===== src/rtl/legv8_pkg.sv =====
// Shared LEGv8 definitions used by fetch, decode and signext.
// Holds the datapath widths and the {instr, pc} entry passed from fetch to decode.
package legv8_pkg;

   localparam int N       = 64;
   localparam int INSTR_W = 32;

   typedef struct packed {
      logic [INSTR_W-1:0] instr;
      logic [N-1:0]       pc;
   } fetch_entry_t;

endpackage


===== src/rtl/fetch_fifo2.sv =====
// Two-entry skid FIFO between the instruction memory and decode.
// A flush empties it in one edge. The storage is not cleared by a flush, only by reset.
module fetch_fifo2
   import legv8_pkg::*;
(
   input  logic         i_clk,
   input  logic         i_reset,
   input  logic         i_push,
   input  logic         i_pop,
   input  logic         i_flush,
   input  fetch_entry_t i_data,
   output fetch_entry_t o_head,
   output logic [1:0]   o_count,
   output logic         o_full,
   output logic         o_empty
);

   fetch_entry_t r_mem [2];
   logic         r_wrPtr;
   logic         r_rdPtr;
   logic [1:0]   r_count;

   always_ff @(posedge i_clk) begin
      if (i_reset) begin
         r_mem[0] <= '0;
         r_mem[1] <= '0;
         r_wrPtr  <= 1'b0;
         r_rdPtr  <= 1'b0;
         r_count  <= 2'd0;
      end else if (i_flush) begin
         r_wrPtr  <= 1'b0;
         r_rdPtr  <= 1'b0;
         r_count  <= 2'd0;
      end else begin
         if (i_push) begin
            r_mem[r_wrPtr] <= i_data;
            r_wrPtr        <= ~r_wrPtr;
         end
         if (i_pop) begin
            r_rdPtr <= ~r_rdPtr;
         end
         // A simultaneous push and pop leaves the occupancy unchanged.
         case ({i_push, i_pop})
            2'b10:   r_count <= r_count + 2'd1;
            2'b01:   r_count <= r_count - 2'd1;
            default: r_count <= r_count;
         endcase
      end
   end

   assign o_head  = r_mem[r_rdPtr];
   assign o_count = r_count;
   assign o_full  = (r_count == 2'd2);
   assign o_empty = (r_count == 2'd0);

endmodule


===== src/rtl/fetch_unit.sv =====
// LEGv8 instruction fetch: owns the PC, issues reads to the synchronous imem,
// and hands {instr, pc} to decode through a 2-entry skid buffer with branch redirect.
module fetch_unit #(
   parameter int N      = 64,
   parameter int ADDR_W = 6
)(
   input  logic              clk,
   input  logic              reset,
   output logic [ADDR_W-1:0] imem_addr,
   input  logic [31:0]       imem_q,
   output logic [31:0]       instr,
   output logic [N-1:0]      instr_pc,
   output logic              instr_valid,
   input  logic              instr_ready,
   input  logic              redirect,
   input  logic [N-1:0]      redirect_pc,
   input  logic [N-1:0]      redirect_imm
);

   import legv8_pkg::*;

   logic [N-1:0] r_pc;
   logic [N-1:0] r_inflightPc;
   logic         r_inflight;

   fetch_entry_t w_pushData;
   fetch_entry_t w_head;
   logic [1:0]   w_count;
   logic         w_full;
   logic         w_empty;
   logic         w_pop;
   logic         w_issue;
   logic [2:0]   w_occupancy;
   logic [N-1:0] w_target;

   // A redirect cycle never counts as a pop, even with decode ready.
   assign w_pop       = instr_valid && instr_ready && !redirect;
   assign w_occupancy = {1'b0, w_count} + {2'b00, r_inflight} - {2'b00, w_pop};
   assign w_issue     = !redirect && (w_occupancy < 3'd2);
   assign w_target    = (redirect_pc & ~N'(3)) + (redirect_imm << 2);
   assign w_pushData  = '{instr: imem_q, pc: r_inflightPc};

   always_ff @(posedge clk) begin
      if (reset) begin
         r_pc         <= '0;
         r_inflight   <= 1'b0;
         r_inflightPc <= '0;
      end else if (redirect) begin
         r_pc       <= w_target;
         r_inflight <= 1'b0;
      end else if (w_issue) begin
         r_inflight   <= 1'b1;
         r_inflightPc <= r_pc;
         r_pc         <= r_pc + N'(4);
      end else begin
         r_inflight <= 1'b0;
      end
   end

   fetch_fifo2 u_fifo (
      .i_clk   (clk),
      .i_reset (reset),
      .i_push  (r_inflight),
      .i_pop   (w_pop),
      .i_flush (redirect),
      .i_data  (w_pushData),
      .o_head  (w_head),
      .o_count (w_count),
      .o_full  (w_full),
      .o_empty (w_empty)
   );

   assign imem_addr   = r_pc[ADDR_W+1:2];
   assign instr_valid = !w_empty;
   assign instr       = w_head.instr;
   assign instr_pc    = w_head.pc;

   // Issue throttling guarantees a returning word always finds a free slot.
   assert property (@(posedge clk) disable iff (reset) !(r_inflight && !redirect && w_full));

endmodule


===== config.mk =====
export PLATFORM = sky130hd
export DESIGN_NAME = fetch_unit
export DESIGN_NICKNAME = d
export VERILOG_FILES = /design/src/rtl/legv8_pkg.sv /design/src/rtl/fetch_fifo2.sv /design/src/rtl/fetch_unit.sv
export SDC_FILE = /design/constraint.sdc
export NUM_CORES = 1
export LEC_CHECK = 0
export ABC_AREA = 1
export CAP_MARGIN = 20
export CORE_ASPECT_RATIO = 0.9
export CORE_MARGIN = 3
export CORE_UTILIZATION = 51
export CTS_CLUSTER_DIAMETER = 30
export DETAILED_ROUTE_END_ITERATION = 8
export PLACE_DENSITY = 0.78
export SLEW_MARGIN = 10
export SYNTH_ARGS = -nofsm -noshare
export SYNTH_HDL_FRONTEND = slang
export SYNTH_SLANG_ARGS = --single-unit

===== constraint.sdc =====
create_clock -name clk -period 4 [get_ports clk]
set_input_delay 0.4 -clock clk [delete_from_list [all_inputs] [get_ports clk]]
set_output_delay 0.4 -clock clk [all_outputs]
set_load 0.1 [all_outputs]

==> impl_metrics.json, run 1 <==
{
  "outcome": "completed",
  "vias_per_cell": 5.38,
  "clock_latency_ps": 570,
  "routed_wl_um": 66400,
  "ys_ff_latch": 318,
  "p_leak_nw": 11.0,
  "fin_ws_ps": 522,
  "drive_above_1_share": 0.125,
  "post-route-drc-count": 0,
  "h-tree-depth": 2,
  "hold_path.class": "primary input to flop",
  "rows": 68,
  "worstMarginPinSlew_ps": 1130,
  "cts-resized-gates": 0,
  "crit_fanout": 28,
  "nFillCells": 3314,
  "vias": 19000,
  "grt_pass1_wl_um": 103000,
  "antenna_found_initial": 0,
  "dr.first_iter.drc_count": 1679,
  "fin_skew_ps": 16.1,
  "clk_pin_slew_worst_paths_ps": 60,
  "crit_arrival_ps": 3920,
  "path_class": "flop to flop",
  "hpwlAfterDp_um": 50900,
  "avgSynthCellArea_um2": 7.41,
  "yosysUniqueCellTypes": 53,
  "yosys_warnings": 0,
  "coreArea_mm2": 0.0385,
  "drtPass1Iterations": 5,
  "cp-end-kind": "flop",
  "grt-ovfl-total": 0,
  "grt_max_degree": 96,
  "fin_crit_ps": 3480,
  "fp.dieH_um": 194,
  "finalSetupViolCount": 0,
  "hold_viol_final": 0,
  "io_buffers": 260,
  "final-max-slew-violation-count": 0,
  "postSynthCellCount": 2707,
  "ant_nets": 0,
  "die-area_mm2": 0.0417,
  "fin_crit_sh": 0.869,
  "finalWeightedCongestion": 0.985,
  "irDropWorstVdd_mv": 0.498,
  "numCtsBuffers": 51,
  "boundaryPins": 267,
  "place_ws_ps": 301,
  "post_cts_buffers": 0,
  "clockBufferDepth": 3,
  "start_util": 0.520,
  "setup_tns_ps": 0,
  "grt_util_all_layers": 0.310,
  "synth_area_mm2": 0.0200,
  "final_nets": 3190,
  "rsz0062_at_grt": "no",
  "cts_hold_buf": 0,
  "ys_seq_area_frac": 0.411,
  "required_ps": 4440,
  "clk_root_buffer_cell": "clkbuf_16",
  "grt_pass1_vias": 18000,
  "power_density_mw_per_mm2": 429,
  "die_w_um": 215,
  "diodes": 0,
  "routedWlPerCell_um": 18.8,
  "clock-sinks": 318,
  "maxSlewHeadroom": 0.247,
  "drv_cap": 0,
  "cts_tree": "yes",
  "startpoint_type": "flop",
  "area_growth_pct": 24.0,
  "clock.fmax_ghz": 0.288
}
[through the flow]
| step | cells | hold WS [ps] | area (um2) | total power [mW] | utilization |
|---|---|---|---|---|---|
| final | 3528 | 429 | 24900 | 10.7 | 0.645 |
| after global routing | 3528 | 450 | 24900 | 11.1 | 0.645 |
| after CTS | 3528 | 411 | 24900 | 10.7 | 0.645 |
| after detailed placement | 3432 | 470 | 23000 | 6.02 | 0.597 |
| after global placement | 3432 | 449 | 23000 | 5.99 | 0.597 |
| after floorplan | 2708 | 441 | 20100 | 5.31 | - |
[worst max-delay path, stage by stage (launching register included)]
cell and delay (ps):
dfxtp_1 350, inv_1 90, nand2_1 90, nand2_1 100, nor2_1 180, ha_1 260
or2_2 300, fa_1 490, a21boi_1 180, o21ai_2 230, nor2_4 290, clkinv_1 200
buf_4 270, o21ai_0 230, a21oi_1 70
[Yosys cell counts (all sizes together)]
cell     number  share of area
a211oi        5         0.0019
a21boi        1        0.00037
a21o          1        0.00037
a21oi       191          0.048
a221oi        1        0.00044
a311oi        1        0.00044
a31oi         9         0.0028
and2          2        0.00062
and3          3        0.00094
and3b         1        0.00044
buf          38         0.0095
clkbuf       50         0.0094
clkinv        1        0.00019
conb          1        0.00019
dfxtp       130           0.13
edfxtp      188           0.28
fa            2         0.0020
ha           64          0.040
inv         423          0.079
mux2         94          0.053
mux2i         1        0.00050
nand2       616           0.12
nand3       139          0.036
nand3b       15         0.0062
nand4        26         0.0084
nor2        388          0.076
nor3         51          0.018
nor4          1        0.00031
o2111ai       2        0.00087
o211ai        1        0.00037
o21ai       188          0.047
o21bai       17         0.0064
o221ai        2        0.00087
o311ai        1        0.00044
o41ai         1        0.00044
or2           7         0.0022
xnor2        10         0.0044
xor2         35          0.015
[layout make-up]
| type | instances | area (um2) | share of cell area |
|---|---|---|---|
| sequential | 318 | 8250 | 0.332 |
| multi-input combinational | 1878 | 9880 | 0.397 |
| clock inverter | 39 | 453 | 0.0182 |
| timing repair buffer | 287 | 2640 | 0.106 |
| inverter | 424 | 1590 | 0.0640 |
| tap | 525 | 657 | 0.0264 |
| clock buffer | 57 | 1390 | 0.0561 |
[path summary, 6_finish.rpt]
path                                                     start                        endpoint  slack, ps  cells past startpoint
worst max-delay path            u_fifo.o_count[0]$_SDFFE_PP0P_   r_inflightPc[19]$_SDFFE_PP0P_        520                     14
worst min-delay path                                  redirect  u_fifo.o_count[0]$_SDFFE_PP0P_        430                      4
worst max register to register  u_fifo.o_count[0]$_SDFFE_PP0P_   r_inflightPc[19]$_SDFFE_PP0P_        520                     14
worst min register to register   r_inflightPc[28]$_SDFFE_PP0P_   r_inflightPc[28]$_SDFFE_PP0P_        480                      2
[cells by family after synthesis]
kind of cell               synth area share
muxes                                0.0533
and+or+nand+nor                       0.265
buffers and inverters                0.0982
xor gates and xnor gates             0.0197
AOI/OAI and AO/OA                     0.110
other                              0.000187
adders and majority gates            0.0419
DFF                                   0.411
[layout by cell type, fill, tap and decap left out, types with 7 or more instances in the layout]
| cell type | synthesis | layout |
|---|---|---|
| nand4_1 | 25 | 25 |
| inv_2 | 11 | 12 |
| o21bai_1 | 17 | 17 |
| clkdlybuf4s50_1 | 0 | 165 |
| nand3b_1 | 14 | 14 |
| ha_1 | 64 | 64 |
| mux2_2 | 94 | 94 |
| o21ai_0 | 181 | 181 |
| xnor2_1 | 10 | 10 |
| buf_4 | 9 | 115 |
| nor2_1 | 375 | 375 |
| nand2_2 | 7 | 7 |
| nor3_2 | 13 | 13 |
| inv_1 | 412 | 411 |
| nand2_1 | 608 | 605 |
| nand3_1 | 136 | 135 |
| a31oi_1 | 9 | 9 |
| nor3_1 | 35 | 35 |
| edfxtp_1 | 188 | 188 |
| xor2_1 | 35 | 35 |
| dfxtp_1 | 130 | 129 |
| or2_2 | 7 | 7 |
| nor2_2 | 8 | 7 |
| a21oi_1 | 190 | 190 |
| clkbuf_16 | 0 | 55 |
| clkinv_4 | 0 | 8 |
[metal layers]
layer	wire length [um]	vias to the layer above	track usage
met5	0	-	0
met4	1790	0	0.0842
met3	5680	107	0.0707
met2	29800	730	0.490
met1	29200	8849	0.432
li1	-	9308	-
[state kept, by name (all words and copies together), names as in the netlist, named ones only]
| name | flops |
|---|---|
| r_inflight | 1 |
| r_inflightPc | 62 |
| r_pc | 62 |
| u_fifo.o_count | 2 |
| u_fifo.r_mem | 188 |
| u_fifo.r_rdPtr | 1 |
| u_fifo.r_wrPtr | 1 |
[power breakdown]
| part | internal [mW] | switching, mW | leakage (nW) |
|---|---|---|---|
| Sequential | 3.67 | 0.163 | 3.02 |
| Clock | 2.96 | 1.73 | 0.896 |
| Combinational | 0.661 | 1.49 | 7.07 |
| Total | 7.29 | 3.38 | 11.0 |
(Power assumes the default switching activity.)
==> inputs of run 2 (changes only) <==
CORE_UTILIZATION = 56   (was 51)
PLACE_DENSITY = 0.81   (was 0.78)
SKIP_LAST_GASP = 1   (was unset)
clock period = 3.34 ns   (was 4 ns; I/O delays follow)
==> run 2 against run 1 <==
Net effect: non-clock buffer count is 10 higher; largest cell class unchanged; hold slack worse by 20 ps; largest power group unchanged; setup slack worse by 390 ps; clock-buffer cell count is 2 higher; die area is 8.7% lower; global-route usage is 3.5 points higher; via count is 2.8% higher.
==> impl_metrics.json, run 2 (synthesized netlist as in run 1, its figures left out) <==
{
  "rsz0062_at_grt": "yes",
  "min_from": "redirect",
  "outcome": "completed",
  "cp-end-kind": "flop",
  "cp_top_family": "simple AND/OR/NAND/NOR gates",
  "finalWeightedCongestion": 1.01,
  "vias": 19500,
  "largestRegisters": "u_fifo.r_mem x188, r_inflightPc x62, r_pc x62",
  "final_common_cell": "nand2_1",
  "power_mw": 12.5,
  "post-route-drc-count": 0,
  "cp_slowest_cell": "fa_1",
  "numCtsBuffers": 50,
  "io_buffers": 260,
  "r2r-start": "u_fifo.o_count[0]$_SDFFE_PP0P_",
  "routed_wl_um": 67900,
  "vias_per_cell": 5.62,
  "maxSlewHeadroom": 0.348,
  "clock_latency_ps": 570,
  "fp.dieH_um": 185,
  "place_inst": 3386,
  "irDropWorstVdd_mv": 0.503,
  "h-tree-depth": 2,
  "clk_pin_slew_worst_paths_ps": 50,
  "crit_arrival_ps": 3710,
  "boundaryPins": 267,
  "finalSetupViolCount": 0,
  "r2r_cells": 17,
  "antenna_found_initial": 0,
  "final_nets": 3199,
  "routedWlPerCell_um": 19.5,
  "whs_path_depth": 5,
  "hpwlAfterDp_um": 50600,
  "diodes": 0,
  "fin_crit_sh": 0.960,
  "crit_path_cell_trace": "inv_1 > nand2_4 > nand2_1 > nor2_2 > ha_1 > or2_2 > fa_1 > a21boi_1 > o21ai_2 > buf_12 > nand2_1 > buf_4 > o21ai_0 > o21bai_1 > a31oi_1 > o21ai_1 > inv_1",
  "nFillCells": 2838,
  "dr.first_iter.drc_count": 1990,
  "cp_slowest_stage_delay_ps": 490,
  "clk_root_buffer_cell": "clkbuf_16",
  "grt-ovfl-total": 0,
  "clock-sinks": 318,
  "post_cts_buffers": 0,
  "grt_pass1_vias": 18300,
  "hold_path.class": "primary input to flop",
  "startpoint_type": "flop",
  "final-max-slew-violation-count": 0,
  "coreArea_mm2": 0.0352,
  "grt_max_degree": 96,
  "rows": 65,
  "die-area_mm2": 0.0381,
  "crit_fanout": 9,
  "crit_buf_inv": 4,
  "power_density_mw_per_mm2": 503,
  "fin_skew_ps": 26.4,
  "area_growth_pct": 23.8,
  "clock.fmax_ghz": 0.312,
  "top_register": "u_fifo.r_mem",
  "reg2reg_to": "r_pc[42]$_SDFFE_PP0P_",
  "start_util": 0.569,
  "grt_pass1_wl_um": 103000,
  "r2r_slack_ps": 130,
  "fin_crit_ps": 3210,
  "path_class": "flop to flop",
  "drtPass1Iterations": 6,
  "fin_cells": 3478,
  "cts_tree": "yes",
  "hold_viol_final": 0,
  "min_to": "u_fifo.o_count[0]$_SDFFE_PP0P_",
  "required_ps": 3850,
  "final_cell_mix": "nand2_1 (604), inv_1 (411), nor2_1 (373), a21oi_1 (190), edfxtp_1 (188)",
  "clockBufferDepth": 3,
  "drive_above_1_share": 0.129,
  "largest_register_ff_count": 188,
  "p_leak_nw": 11.0,
  "grt_util_all_layers": 0.346,
  "ant_nets": 0,
  "drv_cap": 0,
  "worstMarginPinSlew_ps": 975,
  "crit_start": "u_fifo.o_count[0]$_SDFFE_PP0P_",
  "die_w_um": 205
}
run 2: per-stage QoR:
| stage | utilization | hold WS [ps] | instance area, um2 | setup TNS (ps) | setup slack (ps) |
|---|---|---|---|---|---|
| after floorplan | - | 441 | 20100 | 0 | 15.6 |
| after global placement | 0.655 | 449 | 23100 | -122 | -35.5 |
| after detailed placement | 0.655 | 469 | 23100 | -3040 | -186 |
| after CTS | 0.704 | 414 | 24800 | 0 | 31.7 |
| after global routing | 0.705 | 429 | 24800 | -41.1 | -15.8 |
| final | 0.705 | 409 | 24800 | 0 | 135 |
run 2: report_power, final:
part | total, mW | switching (mW) | internal (mW)
registers | 4.61 | 0.207 | 4.40
logic | 2.61 | 1.80 | 0.808
clock network | 5.26 | 1.98 | 3.29
run 2: how the worst max path moves through the flow:
| stage | endpoint | slack (ps) | cells after the start |
|---|---|---|---|
| after CTS | r_inflightPc[9]$_SDFFE_PP0P_ | 30 | 15 |
| after global placement | r_pc[17]$_SDFFE_PP0P_ | -40 | 14 |
| final | r_pc[42]$_SDFFE_PP0P_ | 130 | 17 |
| after global routing | r_inflightPc[43]$_SDFFE_PP0P_ | -20 | 14 |
| after floorplan | r_pc[58]$_SDFFE_PP0P_ | 20 | 20 |
| after detailed placement | r_inflightPc[6]$_SDFFE_PP0P_ | -190 | 14 |
run 2: layout make-up:
type / count / area [um2] / area share
Clock buffer: 59 / 1380 / 0.0555
Timing Repair Buffer: 297 / 2770 / 0.112
Multi-Input combinational cell: 1878 / 9900 / 0.399
Inverter: 424 / 1590 / 0.0641
Sequential cell: 318 / 8250 / 0.332
Tap cell: 469 / 587 / 0.0236
Clock inverter: 33 / 337 / 0.0136
run 2: worst min-delay path, cell delays in order:
cell	delay (ps)
buf_2	110
nor2_2	130
buf_4	120
ha_1	150
a21oi_1	80
run 2: what timing repair did:
action | CTS | global route
endpoints found under the setup margin | 2 | 55
endpoints found under the hold margin | 0 | 0
gates resized for setup | 2 | 12
gates cloned | 0 | 0
hold buffers | 0 | 0
run 2: layer usage:
metal	global-route usage	vias up	wire, um	part of all wire
met5	0	-	0	0
met4	0.0888	0	1640	0.024
met3	0.0469	121	5650	0.083
met2	0.571	939	31900	0.47
met1	0.484	9164	28700	0.42
li1	-	9310	-	-
==> inputs of run 3 (changes only) <==
HOLD_SLACK_MARGIN = 0.03   (was unset)
==> results of run 3 <==
No change in the layout: final DEF, timing and power equal those of run 2.
